**src/rtl/drum_step_scheduler_if.sv**
```systemverilog
// Sample hand-off from the drum timestep scheduler to the audio FIFO.
// The scheduler drives valid/data and the FIFO returns ready.
interface drum_step_scheduler_if;
  logic               sample_valid;
  logic               sample_ready;
  logic signed [17:0] sample_data;

  modport master (output sample_valid, output sample_data, input sample_ready);
  modport slave  (input sample_valid, input sample_data, output sample_ready);
endinterface

```
**src/rtl/drum_step_scheduler.sv**
```systemverilog
// Global timestep scheduler for the drum membrane column array.
// Define DRUM_OVERRUN_CNT_EN to add the saturating overrun_count port.
//
// state | meaning
// IDLE  | after reset, waiting for the first pluck request
// INIT  | columns load the initial membrane condition
// WAIT  | waiting for a sample tick (or a pending one)
// RUN   | columns compute one timestep
// EMIT  | captured centre node offered to the audio path
module drum_step_scheduler #(
  parameter int C          = 30,
  parameter int SAMPLE_DIV = 1042
) (
  input  logic               clk,
  input  logic               rst,
  input  logic               shoot,
  input  logic [C-1:0]       col_done,
  input  logic signed [17:0] node_in,
  output logic               col_init,
  output logic               col_start,
  output logic [31:0]        step_count,
  output logic               busy,
  drum_step_scheduler_if.master smp
`ifdef DRUM_OVERRUN_CNT_EN
  ,
  output logic [15:0]        overrun_count
`endif
);

  localparam int TW = (SAMPLE_DIV > 1) ? $clog2(SAMPLE_DIV) : 1;

  typedef enum logic [2:0] {
    S_IDLE,
    S_INIT,
    S_WAIT,
    S_RUN,
    S_EMIT
  } state_t;

  state_t             state, state_n;
  logic [TW-1:0]      tcnt;
  logic               tick;
  logic               shoot_q;
  logic               shoot_rise;
  logic               init_pend;
  logic               tick_pend;
  logic [1:0]         mask;
  logic               done_ok;
  logic               enter_init;
  logic               enter_run;
  logic               capture;
  logic               handshake;
  logic               valid_q;
  logic signed [17:0] data_q;

  assign tick       = (tcnt == TW'(SAMPLE_DIV - 1));
  assign shoot_rise = shoot & ~shoot_q;
  // col_done may still show the previous step for a cycle after a pulse,
  // so it is ignored for the pulse cycle and the one after (INIT and RUN).
  assign done_ok    = (mask == 2'd0) & (&col_done);

  assign smp.sample_valid = valid_q;
  assign smp.sample_data  = data_q;

  always_comb begin
    state_n   = state;
    capture   = 1'b0;
    handshake = 1'b0;
    case (state)
      S_IDLE: begin
        if (init_pend) state_n = S_INIT;
      end
      S_INIT: begin
        if (done_ok) state_n = S_WAIT;
      end
      S_WAIT: begin
        if (init_pend)              state_n = S_INIT;
        else if (tick || tick_pend) state_n = S_RUN;
      end
      S_RUN: begin
        if (done_ok) begin
          capture = 1'b1;
          state_n = S_EMIT;
        end
      end
      S_EMIT: begin
        if (valid_q && smp.sample_ready) begin
          handshake = 1'b1;
          state_n   = init_pend ? S_INIT : S_WAIT;
        end
      end
      default: state_n = S_IDLE;
    endcase
    enter_init = (state_n == S_INIT) && (state != S_INIT);
    enter_run  = (state_n == S_RUN)  && (state != S_RUN);
  end

  always_ff @(posedge clk) begin
    if (rst) begin
      state      <= S_IDLE;
      tcnt       <= '0;
      shoot_q    <= 1'b0;
      init_pend  <= 1'b0;
      tick_pend  <= 1'b0;
      mask       <= 2'd0;
      col_init   <= 1'b0;
      col_start  <= 1'b0;
      busy       <= 1'b0;
      step_count <= 32'd0;
      valid_q    <= 1'b0;
      data_q     <= '0;
    end else begin
      state     <= state_n;
      tcnt      <= tick ? '0 : tcnt + 1'b1;
      shoot_q   <= shoot;
      col_init  <= enter_init;
      col_start <= enter_run;
      busy      <= (state_n == S_INIT) || (state_n == S_RUN);

      // a new request arriving as INIT is entered is kept, not lost
      if (shoot_rise)      init_pend <= 1'b1;
      else if (enter_init) init_pend <= 1'b0;

      if (enter_init || enter_run) mask <= 2'd2;
      else if (mask != 2'd0)       mask <= mask - 2'd1;

      if (enter_init)
        tick_pend <= 1'b0;
      else if ((state == S_WAIT) && (tick || tick_pend))
        tick_pend <= 1'b0;
      else if (((state == S_RUN) || (state == S_EMIT)) && tick)
        tick_pend <= 1'b1;

      if (enter_init)   step_count <= 32'd0;
      else if (capture) step_count <= step_count + 32'd1;

      if (enter_init)     valid_q <= 1'b0;
      else if (capture)   valid_q <= 1'b1;
      else if (handshake) valid_q <= 1'b0;

      if (capture) data_q <= node_in;
    end
  end

`ifdef DRUM_OVERRUN_CNT_EN
  always_ff @(posedge clk) begin
    if (rst)
      overrun_count <= 16'd0;
    else if (((state == S_RUN) || (state == S_EMIT)) && tick && tick_pend &&
             (overrun_count != 16'hFFFF))
      overrun_count <= overrun_count + 16'd1;
  end
`endif

endmodule

```
**src/flat_wrapper.sv**
```systemverilog
// flat-port wrapper written by rule: the top's interface ports become plain ports
module drum_step_scheduler_flat 
#(
  parameter int C          = 30,
  parameter int SAMPLE_DIV = 1042
)
  (clk, rst, shoot, col_done, node_in, col_init, col_start, step_count, busy, smp_sample_valid, smp_sample_data, smp_sample_ready);
  drum_step_scheduler_if smp_i ();
  input  logic clk;
  input  logic rst;
  input  logic shoot;
  input  logic [C-1:0] col_done;
  input  logic signed [17:0] node_in;
  output logic col_init;
  output logic col_start;
  output logic [31:0] step_count;
  output logic busy;
  output wire logic [$bits(smp_i.sample_valid)-1:0] smp_sample_valid;
  output wire logic [$bits(smp_i.sample_data)-1:0] smp_sample_data;
  input wire logic [$bits(smp_i.sample_ready)-1:0] smp_sample_ready;
  assign smp_sample_valid = smp_i.sample_valid;
  assign smp_sample_data = smp_i.sample_data;
  assign smp_i.sample_ready = smp_sample_ready;
  drum_step_scheduler #(.C(C), .SAMPLE_DIV(SAMPLE_DIV)) u_core (.clk(clk), .rst(rst), .shoot(shoot), .col_done(col_done), .node_in(node_in), .col_init(col_init), .col_start(col_start), .step_count(step_count), .busy(busy), .smp(smp_i));
endmodule
```
**config.mk**
```make
export PLATFORM = sky130hd
export DESIGN_NAME = drum_step_scheduler_flat
export DESIGN_NICKNAME = d
export VERILOG_FILES = /design/src/rtl/drum_step_scheduler_if.sv /design/src/rtl/drum_step_scheduler.sv /design/src/flat_wrapper.sv
export SDC_FILE = /design/constraint.sdc
export NUM_CORES = 1
export LEC_CHECK = 0
export ABC_AREA = 1
export CAP_MARGIN = 20
export CORE_AREA = 2 2 92 94
export DETAILED_ROUTE_END_ITERATION = 8
export DIE_AREA = 0 0 94 96
export PLACE_DENSITY = 0.89
export SLEW_MARGIN = 20
export SYNTH_ARGS = -nofsm -noshare
export SYNTH_HDL_FRONTEND = slang
export SYNTH_SLANG_ARGS = --single-unit
export TNS_END_PERCENT = 20
```
**constraint.sdc**
```tcl
create_clock -name clk -period 2.51 [get_ports clk]
set_clock_uncertainty 0.2 [all_clocks]
set_input_delay 0.3765 -clock clk [delete_from_list [all_inputs] [get_ports clk]]
set_output_delay 0.3765 -clock clk [all_outputs]
set_load 0.02 [all_outputs]
```
==> results.yml, run 1 <==
hold_path:
  worstHoldEndpoint: "u_core.tcnt[0]"
  min_path_type: "flip-flop to flip-flop"
  holdPathStages: 1
  hold_path.startpoint: "u_core.tcnt[0]"
grt:
  grt_usage_pct: 22.7
  grt-busiest-layer: "met2"
  grt_pass1_vias: 3857
  grt_util_met1_pct: 27.4
  grt_pass1_wl_um: 16600
  grt_antenna_before_repair: 0
  overflow: 0
  grt_max_degree: 20
  grt_util_met3_pct: 7.13
  use_met2_pct: 38.4
sta:
  postLayoutSetupSlackWorst_ns: 0.431
  maxSlewHeadroom_pct: 69.8
  slew_viol_final: 0
  whs_ns: 0.275
  min_period_ns: 2.08
  finalCritPeriodShare_pct: 82.8
  rsz0062_at_grt: "no"
  fin_setup_tns_ns: 0
  setup-violations-final: 0
  clock.fmax_mhz: 481
  hold_violations: 0
  max_slew.worst_pin.slew_ns: 0.449
clock_tree:
  ctsRootBufferMaster: "clkbuf_8"
  post_cts_buffers: 0
  cts.clk_slew.worst_paths_ns: 0.07
  cts_resized: 0
  clock-sinks: 73
  cts_tree: "done"
  clk_path_buf_depth: 2
  holdBufCountCts: 0
  htree_levels: 3
  numCtsBuffers: 9
  clk_latency_ns: 0.35
logic_synthesis:
  synth_fa_ha_area_share_pct: 0.995
  ys_seq_area_share_pct: 38.7
  synth_compound_area_share_pct: 9.58
  syn-cell-area_um2: 3770
  synthXorXnorAreaFrac_pct: 6.50
  synth_top_cell_area_share_pct: 38.7
  synth_nets: 600
  ys_types: 33
  yosysWarnings: 0
  yosys.area_share.simple_pct: 37.3
  synth_top_family_by_area: "simple AND/OR/NAND/NOR gates"
  ys_ff_latch: 73
  synthTopCellsByArea: "dfxtp_1 (39%), nand2_1 (14%), nor2_1 (11%)"
  yosysTopAreaCell: "dfxtp_1"
  avgSynthCellArea_um2: 6.92
  yosys-mux-area-fraction_pct: 0
  synthCells: 545
power:
  powerDensity_nw_per_um2: 428
  combPwrFrac_pct: 8.8
  p_leak_nw: 1.83
  vdd_ir_drop_max_uv: 362
  p_sw_share_pct: 23.6
  p_int_w: 0.00167
  p_switching_w: 0.000518
  p_seq_share_pct: 53.7
  clock_power_share_pct: 37.5
critical_path:
  cp_max_fo: 7
  r2r_end: "u_core.step_count[12]"
  cp_slowest_stage_delay_ns: 0.67
  critPathKind: "flip-flop to output port"
  worstRegToRegCells: 8
  reg2reg_slack_ns: 0.49
  critPathTopFamily: "buffers and inverters"
  cp_data_required_time_ns: 1.93
  crit_path_start_kind: "flip-flop"
  critical_path_buf_inv_count: 1
  cp_slowest_cell: "clkdlybuf4s50_1"
  worstPathCellList: "clkdlybuf4s50_1"
  worstPathArrival_ns: 1.50
  endpoint_kind: "output port"
  timing.rr.start: "u_core.step_count[0]"
floorplan:
  rows: 33
  core_um2: 8050
  initial_core_util_pct: 46.9
  die_h_um: 96
  die-area_um2: 9020
  num_io_pins: 106
  dieWidth_um: 94
finish:
  regArea_um2: 1460
  fill_cells: 701
  multiInputGateArea_um2: 2050
  final_common_cell: "nand2_1"
  layout_common_cells: "nand2_1 (140), nor2_1 (110), clkdlybuf4s50_1 (105)"
  area_growth_pct: 35.7
  drive_gt1_share_pct: 9.28
  n_antenna_cell: 0
  final_net_count: 709
route:
  first_iter_violations: 184
  postRouteAntennaNets: 0
  drtPass1Iterations: 5
  vias_per_cell: 5.07
  via_count: 3866
  wl_per_cell_um: 13.1
  drt_drc_violations_left: 0
  finalWirelength_um: 9950
placement:
  post-place-ws_ns: 0.0461
  io_buffers: 105
  hpwlAfterDp_um: 7650
  gp_congestion: 1.02
run_status:
  status: "finished clean"
run:
  cap_violations: 0
==> worst max path at each step <==
stage | slack, ns | depth (start not counted) | start | end
after floorplan | 0.64 | 8 | u_core.step_count[0] | u_core.step_count[12]
after global placement | 0.15 | 13 | col_done[16] | u_core.init_pend
after detailed placement | 0.05 | 9 | col_done[18] | u_core.step_count[19]
after CTS | 0.40 | 9 | col_done[18] | u_core.step_count[19]
after global routing | 0.23 | 9 | col_done[18] | u_core.step_count[19]
final | 0.43 | 1 | u_core.step_count[22] | step_count[22]
==> cell type report <==
type	instances	area share, %
sequential	73	28.5
inverter	48	3.52
clock buffer	11	2.96
clock inverter	3	0.342
timing repair buffer	112	22.0
multi-input combinational	410	40.0
tap	105	2.57
==> sequential cells by signal, summed over array words and instances, names as in the netlist <==
signal / cells
u_core.busy: 1
u_core.col_init: 1
u_core.col_start: 1
u_core.init_pend: 1
u_core.mask: 2
u_core.shoot_q: 1
u_core.smp.sample_data: 18
u_core.smp.sample_valid: 1
u_core.state: 3
u_core.step_count: 32
u_core.tcnt: 11
u_core.tick_pend: 1
==> metrics by stage <==
step | utilization (%) | cells | total power, W | instance area (µm²)
after floorplan | - | 545 | 0.00129 | 3770
after CTS | 63.6 | 762 | 0.00220 | 5120
after global placement | 61.5 | 748 | 0.00139 | 4950
final | 63.6 | 762 | 0.00219 | 5120
after global routing | 63.6 | 762 | 0.00227 | 5120
after detailed placement | 61.5 | 748 | 0.00140 | 4950
==> cell usage after synthesis, drive strengths merged <==
cell type and n:
nand3b 1, dfxtp 73, o21bai 1, or2 1, clkbuf 9, o211ai 1
nor3 33, nand3 19, nor2 114, nand2 144, inv 48, xor2 17
nor3b 5, o21ai 24, nand4 6, buf 5, nor4 1, a21oi 28
ha 3, xnor2 11, o21a 1
==> cells by family (layout without fill, tap and decap cells) <==
| family | count (synthesis) | count (layout) |
|---|---|---|
| AO/OA/AOI/OAI | 55 | 55 |
| XOR/XNOR | 28 | 28 |
| buffers and inverters | 62 | 174 |
| AND/OR/NAND/NOR | 324 | 324 |
| adder cells (fa/ha/maj) | 3 | 3 |
| flip-flops | 73 | 73 |
==> power by group through the flow <==
stage          Combinational [W]  Clock [W]  Sequential (W)
6_report                0.000193   0.000822         0.00118
5_1_grt                 0.000210   0.000883         0.00118
4_1_cts                 0.000194   0.000831         0.00118
3_5_place_dp            0.000193          0         0.00120
3_3_place_gp            0.000187          0         0.00120
2_1_floorplan          0.0000822          0         0.00121
==> metal layers <==
layer,wire (µm),up-vias
met5,0,-
met4,185,0
met3,934,23
met2,4570,162
met1,4260,1746
li1,-,1935
(Power assumes the default switching activity.)
==> run 2: changes to the inputs <==
clock period = 2.2 ns   (was 2.51 ns; I/O delays follow)
==> results.yml, run 2 (synthesis gave the netlist of run 1 again) <==
critical_path:
  cp_data_required_time_ns: 2.28
  cp_max_fo: 5
  crit_path_start_kind: "flip-flop"
  worstPathArrival_ns: 2.19
  endpoint_kind: "flip-flop"
  critPathKind: "flip-flop to flip-flop"
grt:
  grt_antenna_before_repair: 0
  overflow: 0
  grt_pass1_vias: 3937
  grt_usage_pct: 24.0
  grt_pass1_wl_um: 17300
  grt_max_degree: 19
finish:
  final_common_cell: "nand2_1"
  drive_gt1_share_pct: 11.4
  layout_common_cells: "nand2_1 (140), nor2_1 (109), clkdlybuf4s50_1 (105)"
  top_register: "u_core.step_count"
  layout.cells.non_filler: 778
  area_growth_pct: 40.8
  final_net_count: 723
  n_antenna_cell: 0
  largest_reg_flops: 32
power:
  p_int_w: 0.00222
  powerDensity_nw_per_um2: 535
  combPwrFrac_pct: 8.1
  p_switching_w: 0.000622
  finalPower_w: 0.00285
  p_seq_share_pct: 47.2
  clock_power_share_pct: 44.7
  p_leak_nw: 1.93
  p_sw_share_pct: 21.9
  vdd_ir_drop_max_uv: 342
route:
  drtPass1Iterations: 7
  vias_per_cell: 5.15
  wl_per_cell_um: 13.7
  first_iter_violations: 230
  postRouteAntennaNets: 0
  via_count: 4007
  drt_drc_violations_left: 0
  finalWirelength_um: 10600
sta:
  min_period_ns: 2.10
  hold_violations: 0
  clock.fmax_mhz: 475
  whs_ns: 0.270
  slew_viol_final: 0
  setup-violations-final: 0
  maxSlewHeadroom_pct: 72.2
  max_slew.worst_pin.slew_ns: 0.414
  finalCritPeriodShare_pct: 95.7
  rsz0062_at_grt: "yes"
clock_tree:
  htree_levels: 3
  numCtsBuffers: 9
  post_cts_buffers: 0
  clk_path_buf_depth: 2
  cts.clk_slew.worst_paths_ns: 0.08
  cts_resized: 0
  clk_latency_ns: 0.34
  ctsRootBufferMaster: "clkbuf_8"
  cts_tree: "done"
  holdBufCountCts: 0
  clock-sinks: 73
floorplan:
  die-area_um2: 9020
  core_um2: 8050
  die_h_um: 96
  num_io_pins: 106
  rows: 33
  dieWidth_um: 94
  initial_core_util_pct: 46.9
placement:
  gp_congestion: 0.965
  io_buffers: 105
  dp.cells: 762
  hpwlAfterDp_um: 8010
run:
  cap_violations: 0
run_status:
  status: "finished clean"
hold_path:
  min_path_type: "flip-flop to flip-flop"
-- run 2: cell types whose count changed in the layout (fill, tap and decap cells not counted) --
cell,delta
buf_12,+1
buf_4,+13
bufinv_16,+3
clkbuf_1,+1
clkbuf_8,-2
clkinv_2,-2
clkinv_4,+1
inv_6,+1
nor2_1,-1
nor2_2,+1
-- run 2: final timing paths --
| path | from | end | slack [ns] | cells after the start |
|---|---|---|---|---|
| worst max-delay path | u_core.step_count[0] | u_core.step_count[12] | 0.1 | 8 |
| worst min-delay path | u_core.mask[1] | u_core.mask[0] | 0.27 | 2 |
| worst max register to register | u_core.step_count[0] | u_core.step_count[12] | 0.1 | 8 |
| worst min register to register | u_core.mask[1] | u_core.mask[0] | 0.27 | 2 |
-- run 2: metal layers --
layer,global-route usage (%),vias up,wire (µm)
li1,-,1967,-
met1,28.1,1856,4450
met2,43.7,166,5250
met3,4.62,18,778
met4,8.57,0,159
met5,0,-,0
-- run 2: worst max-delay path, cell delays in order (launching register included) --
cell and delay, ns:
dfxtp_1 0.43, ha_1 0.29, inv_1 0.13, nor2_1 0.17
nand2_1 0.14, nor2_2 0.20, nand2_1 0.09, or2_1 0.24
a21oi_2 0.14
-- run 2: area by class of cell --
cell class	count	area [µm²]
clock inverters	6	115
clock buffers	10	128
well taps	105	131
repair buffers	126	1250
fillers	675	2740
flip-flops and latches	73	1460
multi-input cells	410	2050
inverters	48	180
-- run 2: power by group through the flow --
stage / Clock [W] / Combinational, W / Sequential (W)
2_1_floorplan: 0 / 0.0000938 / 0.00138
3_3_place_gp: 0 / 0.000223 / 0.00137
3_5_place_dp: 0 / 0.000230 / 0.00137
4_1_cts: 0.00129 / 0.000231 / 0.00134
5_1_grt: 0.00134 / 0.000252 / 0.00134
6_report: 0.00127 / 0.000230 / 0.00134
-- run 2: through the flow --
| step | TNS (ns) | area, µm² | util [%] | worst slack (ns) |
|---|---|---|---|---|
| finish | 0 | 5320 | 66.0 | 0.0954 |
| global route | -0.0162 | 5320 | 66.0 | -0.0162 |
| CTS | 0 | 5310 | 66.0 | 0.146 |
| detailed placement | -4.20 | 5070 | 63.0 | -0.142 |
| global placement | -1.82 | 5070 | 63.0 | -0.0690 |
| floorplan | 0 | 3770 | - | 0.331 |
